<file path="config.mk">
export PLATFORM = sky130hd
export DESIGN_NAME = snake_body_tracer
export DESIGN_NICKNAME = d
export VERILOG_FILES = /design/src/rtl/snake_pkg.sv /design/src/rtl/snake_coord_step.sv /design/src/rtl/snake_body_tracer.sv
export SDC_FILE = /design/constraint.sdc
export NUM_CORES = 1
export LEC_CHECK = 0
export ABC_AREA = 1
export BUFFER_PORTS_ARGS = -buffer_cell sky130_fd_sc_hd__buf_2
export CAP_MARGIN = 20
export CORE_UTILIZATION = 45
export CTS_CLUSTER_DIAMETER = 30
export DETAILED_ROUTE_END_ITERATION = 10
export GPL_ROUTABILITY_DRIVEN = 0
export PLACE_DENSITY_LB_ADDON = 0.2
export SLEW_MARGIN = 20
export SYNTH_ARGS = -nofsm -noshare
export SYNTH_HDL_FRONTEND = slang
export SYNTH_SLANG_ARGS = --single-unit
</file>
<file path="constraint.sdc">
create_clock -name clk -period 2.6 [get_ports clk]
set_clock_uncertainty 0.15 [all_clocks]
set_input_delay 0.39 -clock clk [delete_from_list [all_inputs] [get_ports clk]]
set_output_delay 0.39 -clock clk [all_outputs]
set_load 0.01 [all_outputs]
</file>
<file path="src/rtl/snake_pkg.sv">
// Shared constants and types for the snake body tracer: grid/ring sizes,
// derived field widths, direction codes and the tracer FSM states.
package snake_pkg;

  localparam int DEPTH = 234;
  localparam int COLS  = 16;
  localparam int ROWS  = 12;

  localparam int X_W   = $clog2(COLS);
  localparam int Y_W   = $clog2(ROWS);
  localparam int LEN_W = $clog2(DEPTH + 1);

  typedef enum logic [1:0] {
    UP    = 2'd0,
    RIGHT = 2'd1,
    DOWN  = 2'd2,
    LEFT  = 2'd3
  } dir_t;

  typedef enum logic [1:0] {
    IDLE      = 2'd0,
    WAIT_SYNC = 2'd1,
    WALK      = 2'd2,
    FIN       = 2'd3
  } state_t;

endpackage

</file>
<file path="src/rtl/snake_coord_step.sv">
// One grid step in a given direction, wrapping at every edge so the result
// always stays inside 0..COLS-1 / 0..ROWS-1 for any grid size.
module snake_coord_step
  import snake_pkg::*;
#(
  parameter int COLS = snake_pkg::COLS,
  parameter int ROWS = snake_pkg::ROWS
) (
  input  logic [$clog2(COLS)-1:0] x,
  input  logic [$clog2(ROWS)-1:0] y,
  input  dir_t                    dir,
  output logic [$clog2(COLS)-1:0] nx,
  output logic [$clog2(ROWS)-1:0] ny
);

  localparam int XW = $clog2(COLS);
  localparam int YW = $clog2(ROWS);

  always_comb begin
    nx = x;
    ny = y;
    case (dir)
      UP:      ny = (y == '0) ? YW'(ROWS - 1) : y - 1'b1;
      RIGHT:   nx = (x == XW'(COLS - 1)) ? '0 : x + 1'b1;
      DOWN:    ny = (y == YW'(ROWS - 1)) ? '0 : y + 1'b1;
      LEFT:    nx = (x == '0) ? XW'(COLS - 1) : x - 1'b1;
      default: begin
        nx = x;
        ny = y;
      end
    endcase
  end

endmodule

</file>
<file path="src/rtl/snake_body_tracer.sv">
// Walks the snake body from the head using the circulating direction ring,
// emitting one segment per cycle and recording the first hit on a query cell.
module snake_body_tracer
  import snake_pkg::*;
#(
  parameter int DEPTH = snake_pkg::DEPTH,
  parameter int COLS  = snake_pkg::COLS,
  parameter int ROWS  = snake_pkg::ROWS
) (
  input  logic                           clk,
  input  logic                           rst,
  input  logic                           start,
  input  logic                           sync,
  input  logic [1:0]                     dir_in,
  input  logic [$clog2(COLS)-1:0]        head_x,
  input  logic [$clog2(ROWS)-1:0]        head_y,
  input  logic [$clog2(DEPTH+1)-1:0]     length,
  input  logic [$clog2(COLS)-1:0]        query_x,
  input  logic [$clog2(ROWS)-1:0]        query_y,
  output logic                           busy,
  output logic                           seg_valid,
  output logic [$clog2(COLS)-1:0]        seg_x,
  output logic [$clog2(ROWS)-1:0]        seg_y,
  output logic [$clog2(DEPTH+1)-1:0]     seg_idx,
  output logic                           done,
  output logic                           hit,
  output logic [$clog2(DEPTH+1)-1:0]     hit_idx
);

  localparam int XW = $clog2(COLS);
  localparam int YW = $clog2(ROWS);
  localparam int LW = $clog2(DEPTH + 1);

  state_t        state;
  state_t        state_next;
  logic [LW-1:0] len_lat;
  logic [LW-1:0] cnt;
  logic          consume;
  logic [XW-1:0] step_x;
  logic [YW-1:0] step_y;
  logic [XW-1:0] nx;
  logic [YW-1:0] ny;

  // The walk steps from the head on the sync cycle, then from the last segment.
  snake_coord_step #(.COLS(COLS), .ROWS(ROWS)) u_step (
    .x   (step_x),
    .y   (step_y),
    .dir (dir_t'(dir_in)),
    .nx  (nx),
    .ny  (ny)
  );

  always_ff @(posedge clk) begin
    if (rst) state <= IDLE;
    else     state <= state_next;
  end

  always_comb begin
    state_next = state;
    consume    = 1'b0;
    step_x     = seg_x;
    step_y     = seg_y;
    case (state)
      IDLE: begin
        if (start) state_next = WAIT_SYNC;
      end
      WAIT_SYNC: begin
        step_x = head_x;
        step_y = head_y;
        if (sync) begin
          if (len_lat == '0) begin
            state_next = FIN;
          end else begin
            state_next = WALK;
            consume    = 1'b1;
          end
        end
      end
      WALK: begin
        if (cnt < len_lat) consume    = 1'b1;
        else               state_next = FIN;
      end
      FIN:     state_next = IDLE;
      default: state_next = IDLE;
    endcase
  end

  // cnt is cleared on start, so cnt+1 is the index of the segment being produced.
  always_ff @(posedge clk) begin
    if (rst) begin
      busy      <= 1'b0;
      done      <= 1'b0;
      seg_valid <= 1'b0;
      seg_x     <= '0;
      seg_y     <= '0;
      seg_idx   <= '0;
      hit       <= 1'b0;
      hit_idx   <= '0;
      len_lat   <= '0;
      cnt       <= '0;
    end else begin
      busy      <= (state_next == WAIT_SYNC) || (state_next == WALK);
      done      <= (state_next == FIN);
      seg_valid <= consume;
      if (consume) begin
        seg_x   <= nx;
        seg_y   <= ny;
        seg_idx <= cnt + 1'b1;
        cnt     <= cnt + 1'b1;
      end
      if ((state == IDLE) && start) begin
        len_lat <= (length > LW'(DEPTH)) ? LW'(DEPTH) : length;
        cnt     <= '0;
        hit     <= 1'b0;
        hit_idx <= '0;
      end else if (seg_valid && !hit && (seg_x == query_x) && (seg_y == query_y)) begin
        hit     <= 1'b1;
        hit_idx <= seg_idx;
      end
    end
  end

endmodule
</file>
==> results of run 1 <==
## cells in the mapped netlist
master    number  area share (%)
o21ai_0       11             2.0
a21oi_1       33             6.0
o21ai_1        1            0.18
a221oi_1       2            0.64
dfxtp_1       46              33
buf_2          2            0.36
nand4_1        7             1.6
clkbuf_1       4            0.55
o211ai_1       3            0.82
xor2_1        10             3.2
inv_1         54             7.4
or2_0          1            0.23
o21ai_2        8             2.5
nand3_2        2            0.73
buf_8          1            0.55
inv_2          4            0.55
nor3_1         2            0.36
clkbuf_8       1            0.50
buf_6          1            0.41
nand2_2        4            0.91
nor2_1        49             6.7
xnor2_1        2            0.64
nand3_1       31             5.6
buf_4          2            0.55
nor4_2         1            0.45
o21bai_1       1            0.27
nor2_2         1            0.23
nand2_1       97              13
o21a_1         1            0.27
o22ai_1        2            0.45
ha_1          19             8.6
## through the flow
stage	total power, mW	worst slack (ps)
6_report	1.71	267
3_3_place_gp	1.20	234
2_1_floorplan	1.10	423
4_1_cts	1.73	115
3_5_place_dp	1.21	129
5_1_grt	1.84	69.2
## how the worst min path moves through the flow
stage | cells after the start | from | end
finish | 3 | length[5] | len_lat[5]
global route | 3 | length[2] | len_lat[2]
CTS | 3 | length[5] | len_lat[5]
detailed placement | 2 | hit | hit
global placement | 2 | seg_idx[4] | seg_idx[4]
floorplan | 2 | len_lat[0] | len_lat[0]
## cell families after synthesis
kind of cell	count (synthesis)	synth area share (%)
DFF	46	33.5
and+or+nand+nor	195	30.1
adders and majority gates	19	8.64
AOI/OAI and AO/OA	62	13.2
xor gates and xnor gates	12	3.82
buffers and inverters	69	10.8
## flip-flops by register name (all words and copies together) (netlist names)
name       flops
hit            1
seg_valid      1
cnt            8
len_lat        8
done           1
seg_idx        8
busy           1
state          2
seg_y          4
seg_x          4
hit_idx        8
## cell type report
cell class	instances	area (µm²)
clock inverters	2	37.5
flip-flops and latches	46	921
fillers	616	2720
clock buffers	6	72.6
repair buffers	62	323
well taps	75	93.8
multi-input cells	288	1540
inverters	58	218
## worst min-delay path, cell delays in order
cell and delay [ps]:
buf_2 90, nand2_1 40, o21ai_0 50
## layer usage
metal | GRT usage (%) | vias to the layer above
met2 | 37.9 | 65
met1 | 24.8 | 1207
met3 | 4.09 | 6
met4 | 5.71 | 0
li1 | - | 1399
met5 | 0 | -
## power groups by stage
stage | sequential [mW] | combinational, mW | clock [mW]
5_1_grt | 0.754 | 0.512 | 0.574
3_5_place_dp | 0.767 | 0.443 | 0
3_3_place_gp | 0.765 | 0.434 | 0
6_report | 0.750 | 0.445 | 0.520
4_1_cts | 0.750 | 0.444 | 0.539
2_1_floorplan | 0.768 | 0.333 | 0
## what timing repair did
action / CTS / global route
gates resized for setup: 0 / 1
hold buffers: 0 / 0
setup endpoints to repair: 0 / 2
==> metrics, run 1 <==
status=finished, final reports clean; Max-Cap Viols=0; Post-DRT Antenna Nets=0; critical path startpoint=state[1]; DR iter-0 viols=85; delay of the slowest critical-path stage=370 ps; Mean Syn Cell Area=6.83 µm²; critical path startpoint category=flop; area of the core=just under 6000 µm²; Worst path depth=12; portion of total power attributed to combinational logic=25.9%; most common cell after layout, fill and taps aside=nand2_1; Hold WS=around 160 ps; CP Capture Type=flop; fin crit period=2330 ps; maximum fanout along the worst path=11; Die Area=6430 µm²; First-pass DRT Iterations=4; Layout Cell Area excl Fill=3200 µm²; DR top layer=met4; Routed WL per cell=11.5 µm; clk buf depth=2; critical setup path kind=reg2reg; DP Wirelength=around 4800 µm; CTS Root Cell=clkbuf_8; vias in the first global route=2407; DRT met1 WL=2660 µm; row cnt=28; Worst slew margin=70.3%; RR Startpoint=state[1]; setup TNS=0 ps; cts bufs inserted=5; Placed Area=about 3100 µm²; CP Data Arrival Time=2410 ps; Total GRT Usage=20.9%; CP cell instances=inv_1 > ha_2 > inv_2 > o21ai_2 > inv_1 > ha_1 > or2_0 > a21oi_1 > nor2_1 > nand3_1 > nand2_1 > nor2_1; # IOs=58; Cell Area, Synth=between 2000 and 3000 µm²; Leakage=about 1.6 nW; ant diodes=0; largest net degree at the start of global routing=20; Net Sw Frac=31.3%; Vias per Instance=between 4 and 5; residual DRC count=0; clock slew at reported path FFs=roughly 80 ps; GRT overflow=0; Top delay family on crit path=adder cells; cells after synthesis=403; most frequent cells in the layout=nand2_1 (97), buf_2 (57), inv_1 (54); Die Y=roughly 80 µm; worst setup path end=seg_y[2]; achievable clock frequency=429 MHz; Post-CTS Setup Inserts=0; Syn Nets=452; Core Util, Final=a little over half; metal3 WL=314 µm; setup slack, reg-to-reg=270 ps; initial core utilization=46.5%; WP data required=around 2700 ps; Nets=between 500 and 600; # H-tree levels=2; worst-case reg-to-reg path depth=12; placed insts=529; register area share after synthesis=33.5%; Seq pwr share=between 40% and 50%; first-pass GRT wire length=10600 µm; clk sinks=46; worst r2r dst=seg_y[2]; Hold WC Path Type=in2reg; final hold vios=0; peak supply drop=257 µV; #FFs+latches synth=46; layout cells sized above 1=19.5%; Routed WL=6160 µm; RSZ-0062 raised after global routing=false; clock power share=between 30% and 40%; Yosys cell types=31; fin. max-slew vios=0; Int Power=1.18 mW; final setup fails=0; pwr dens=between 500 and 600 nW/µm²; synth-to-layout area growth=16.3%; met2 wire length=slightly above 3000 µm; Syn. warnings=0; CTS tree=done; # port buffers=57; Die X=80.2 µm; fin crit share=between 80 and 90%; clock latency on the worst-skew pair=290 ps; Non-Filler Instances=537; sw power=0.538 mW; Slowest-stage cell, CP=ha_2; Tightest Pin Transition=445 ps; CP Buf/Inv Count=3; DR vias=2677; initial antenna violation count=0
Power figures use the tool's default switching activity.
==> run 2: changes to the inputs <==
--- a/config.mk
+++ b/config.mk
@@ -13,6 +13,7 @@
 export DETAILED_ROUTE_END_ITERATION = 10
 export GPL_ROUTABILITY_DRIVEN = 0
 export PLACE_DENSITY_LB_ADDON = 0.2
+export RECOVER_POWER = 50
 export SLEW_MARGIN = 20
 export SYNTH_ARGS = -nofsm -noshare
 export SYNTH_HDL_FRONTEND = slang
==> metrics, run 2 (same netlist as run 1, synthesis figures left out) <==
status=finished, final reports clean; peak supply drop=257 µV (about the same); CTS tree=done; layout cells sized above 1=12.8% (-6.7 points); ant diodes=0 (unchanged); clock power share=30.4% (about the same); Hold WS=163 ps (+0.313 ps); most frequent cells in the layout=nand2_1 (97), inv_1 (54), nor2_1 (50); CP Capture Type=flop; Tightest Pin Transition=653 ps (+208 ps); Max-Cap Viols=0 (unchanged); fin crit share=89.5% (-0.25 points); Die X=80.2 µm (unchanged); first-pass GRT wire length=10600 µm (unchanged); DR iter-0 viols=82 (-3.5%); placed insts=529 (unchanged); GRT overflow=0 (unchanged); portion of total power attributed to combinational logic=25.7% (-0.2 points); met2 wire length=3160 µm (+1.8%); cts bufs inserted=5 (unchanged); DP Worst Slack=129 ps (unchanged); CTS Root Cell=clkbuf_8; initial antenna violation count=0 (unchanged); Post-CTS Setup Inserts=0 (unchanged); sw power=0.539 mW (+0.32%); Int Power=1.17 mW (-0.29%); Net Sw Frac=31.5% (+0.13 points); metal3 WL=245 µm (-22%); achievable clock frequency=430 MHz (+0.28%); Core Util, Final=53.2% (-0.82 points); final setup fails=0 (unchanged); Vias per Instance=5.00 (+0.22%); Total GRT Usage=20.9% (unchanged); clk sinks=46 (unchanged); Die Y=80.2 µm (unchanged); DR top layer=met4; Hold WC Path Type=in2reg; Placed Area=3090 µm² (unchanged); Post-DRT Antenna Nets=0 (unchanged); clock latency on the worst-skew pair=290 ps (about the same); First-pass DRT Iterations=4 (unchanged); Layout Cell Area excl Fill=3150 µm² (-1.5%); Routed WL=6230 µm (+1.2%); largest net degree at the start of global routing=20 (unchanged); critical setup path kind=reg2reg; WP data required=2680 ps (about the same); Total Power=1.71 mW (about the same); most common cell after layout, fill and taps aside=nand2_1; maximum fanout along the worst path=11 (unchanged); Routed WL per cell=11.6 µm (+1.2%); synth-to-layout area growth=14.6%; # port buffers=57 (unchanged); Leakage=1.50 nW (-7.5%); clock slew at reported path FFs=80 ps (about the same); DRT met1 WL=2780 µm (+4.4%); setup TNS=0 ps (unchanged); residual DRC count=0 (unchanged); # IOs=58 (unchanged); row cnt=28 (unchanged); initial core utilization=46.5% (unchanged); critical path startpoint category=flop; DP Wirelength=4830 µm (unchanged); final hold vios=0 (unchanged); vias in the first global route=2407 (unchanged); clk buf depth=2 (unchanged); fin. max-slew vios=0 (unchanged); RSZ-0062 raised after global routing=false; Worst slew margin=56.4% (-14 points); Die Area=6430 µm² (unchanged); fillcell total=639 (+3.7%); fin worst setup slack=273 ps (+6.46 ps); Seq pwr share=43.8% (about the same); area of the core=5920 µm² (unchanged); Non-Filler Instances=537 (unchanged); fin crit period=2330 ps (-6.46 ps); CP Data Arrival Time=2400 ps (about the same); pwr dens=544 nW/µm² (+1.4%); Nets=510 (unchanged); # H-tree levels=2 (unchanged); DR vias=2683 (+0.22%)
==> run 2: path summary, 6_finish.rpt <==
check	from	end	slack (ps)	cells past startpoint
worst max-delay path	state[1]	seg_y[2]	270	12
worst min-delay path	length[5]	len_lat[5]	160	3
worst max register to register	state[1]	seg_y[2]	270	12
worst min register to register	hit	hit	340	2
==> run 2: final cells by class <==
class / count / area (µm²) / share of cell area, %
Sequential cell: 46 / 921 / 29.2
Multi-Input combinational cell: 288 / 1520 / 48.3
Tap cell: 75 / 93.8 / 2.98
Clock buffer: 6 / 72.6 / 2.30
Clock inverter: 2 / 37.5 / 1.19
Timing Repair Buffer: 62 / 288 / 9.13
Inverter: 58 / 218 / 6.91
==> run 2: repair_timing <==
action | 4_1_cts | 5_1_grt
gates resized for setup | 0 | 1
hold buffers | 0 | 0
hold endpoints to repair | 0 | 0
endpoints found under the setup margin | 0 | 2
==> run 2: per-layer routing <==
layer,GRT usage [%],vias up
li1,-,1405
met1,24.8,1220
met2,37.9,54
met3,4.09,4
met4,5.71,0
met5,0,-
==> run 2: worst max-delay path, cell delays in order (launching register included) <==
cell and delay [ps]:
dfxtp_1 360, inv_1 130, ha_2 370, inv_2 120, o21ai_2 210, inv_1 110, ha_1 220, or2_0 220
a21oi_1 130, nor2_1 60, nand3_1 60, nand2_1 50, nor2_1 90
==> run 2: power groups by stage <==
stage	Clock [mW]	Sequential [mW]	Combinational, mW
after global placement	0	0.765	0.434
after detailed placement	0	0.767	0.443
final	0.522	0.750	0.441
after floorplan	0	0.768	0.333
after global routing	0.574	0.754	0.507
after CTS	0.539	0.750	0.444
==> run 3: changes to the inputs <==
--- a/config.mk
+++ b/config.mk
@@ -14,6 +14,7 @@
 export GPL_ROUTABILITY_DRIVEN = 0
 export PLACE_DENSITY_LB_ADDON = 0.2
 export RECOVER_POWER = 50
+export SETUP_SLACK_MARGIN = 0.5
 export SLEW_MARGIN = 20
 export SYNTH_ARGS = -nofsm -noshare
 export SYNTH_HDL_FRONTEND = slang
==> metrics, run 3 (same netlist as run 1, synthesis figures left out) <==
achievable clock frequency=492 MHz (+15%); most frequent cells in the layout=nand2_1 (97), inv_1 (51), nor2_1 (49); residual DRC count=0 (unchanged); most common cell after layout, fill and taps aside=nand2_1; # port buffers=57 (unchanged); row cnt=28 (unchanged); Die X=80.2 µm (unchanged); Die Area=6430 µm² (unchanged); synth-to-layout area growth=19.0%; Nets=515 (+0.98%); Tightest Pin Transition=427 ps (-226 ps); Max-Cap Viols=0 (unchanged); largest net degree at the start of global routing=20 (unchanged); DR vias=2676 (-0.26%); setup TNS=0 ps (unchanged); Hold WC Path Type=in2reg; final setup fails=0 (unchanged); Worst slew margin=71.5% (+15 points); Post-DRT Antenna Nets=0 (unchanged); GRT overflow=0 (unchanged); fin crit period=2030 ps (-296 ps); critical setup path kind=reg2reg; Core Util, Final=55.3% (+2.0 points); critical path startpoint category=flop; ant diodes=0 (unchanged); CP Data Arrival Time=2120 ps (-280 ps); Leakage=1.54 nW (+2.2%); # H-tree levels=2 (unchanged); clk sinks=46 (unchanged); DR iter-0 viols=159 (+94%); fin crit share=78.1% (-11 points); clk buf depth=2 (unchanged); vias in the first global route=2462 (+2.3%); Vias per Instance=4.94 (-1.2%); cts bufs inserted=5 (unchanged); initial antenna violation count=0 (unchanged); CTS Root Cell=clkbuf_8; Total GRT Usage=21.3% (+0.38 points); Routed WL=6520 µm (+4.6%); layout cells sized above 1=15.8% (+3.1 points); area of the core=5920 µm² (unchanged); CTS tree=done; clock latency on the worst-skew pair=300 ps (about the same); # hold bufs at CTS=0 (unchanged); WP data required=2690 ps (about the same); Die Y=80.2 µm (unchanged); # IOs=58 (unchanged); fin. max-slew vios=0 (unchanged); maximum fanout along the worst path=8 (-3); final hold vios=0 (unchanged); Routed WL per cell=12.0 µm (+3.6%); initial core utilization=46.5% (unchanged); CP Capture Type=flop; clock slew at reported path FFs=90 ps (about the same); Hold WS=164 ps (+1.69 ps); peak supply drop=377 µV (+46%); DP Wirelength=4880 µm (+1.2%); status=finished, final reports clean; First-pass DRT Iterations=4 (unchanged); first-pass GRT wire length=10700 µm (+1.2%); RSZ-0062 raised after global routing=true; pwr dens=543 nW/µm² (-0.17%)
==> run 3: cell types whose count changed in the layout (fill, tap and decap cells not counted), moves of 2 or more <==
cell,change
inv_4,+2
ha_4,+2
inv_1,-3
o21ai_4,+3
ha_1,-2
buf_4,+3
o21ai_2,-3
buf_6,+2
==> run 3: final timing paths <==
| check | start | endpoint | slack, ps | cells after the start |
|---|---|---|---|---|
| worst min register to register | hit | hit | 340 | 2 |
| worst max register to register | state[0] | seg_y[2] | 570 | 11 |
| worst min-delay path | length[5] | len_lat[5] | 160 | 3 |
| worst max-delay path | state[0] | seg_y[2] | 570 | 11 |
==> run 3: metrics by stage <==
step                setup slack [ps]  instances  power (mW)  area [µm²]
CTS                              507        539        1.76        3240
finish                           569        542        1.78        3270
floorplan                        509        403        1.10        2750
global placement                 413        529        1.20        3090
global route                     431        542        1.89        3270
detailed placement               316        529        1.21        3090
==> run 3: critical path: stages, from the launching register on <==
cell and delay (ps):
dfxtp_1 430, ha_4 260, inv_4 70, o21ai_4 200
inv_2 60, ha_2 190, or2_0 210, a21oi_1 140
nor2_1 60, nand3_1 60, nand2_1 50, nor2_1 90
==> run 3: power by group <==
part,internal [mW],total [mW],switching [mW]
Combinational,0.188,0.497,0.309
Sequential,0.731,0.751,0.0196
Clock,0.287,0.528,0.241
==> run 3: routing by layer <==
| layer | track usage [%] | wire (µm) | share of wire [%] | vias to the layer above |
|---|---|---|---|---|
| li1 | - | - | - | 1408 |
| met1 | 26.0 | 2910 | 45 | 1197 |
| met2 | 37.3 | 3240 | 50 | 61 |
| met3 | 4.32 | 267 | 4.1 | 10 |
| met4 | 6.61 | 96 | 1.5 | 0 |
| met5 | 0 | 0 | 0 | - |
==> run 3: timing repair <==
action,4_1_cts,5_1_grt
buffers inserted,2,3
gates resized for setup,4,14
pin swaps,0,6
endpoints found under the hold margin,0,0
endpoints found under the setup margin,5,10
==> run 3: area by class of cell <==
cell class / count / area (µm²)
fillers: 605 / 2650
multi-input cells: 288 / 1590
flip-flops and latches: 46 / 925
repair buffers: 67 / 333
inverters: 58 / 223
well taps: 75 / 93.8
clock buffers: 6 / 72.6
clock inverters: 2 / 37.5
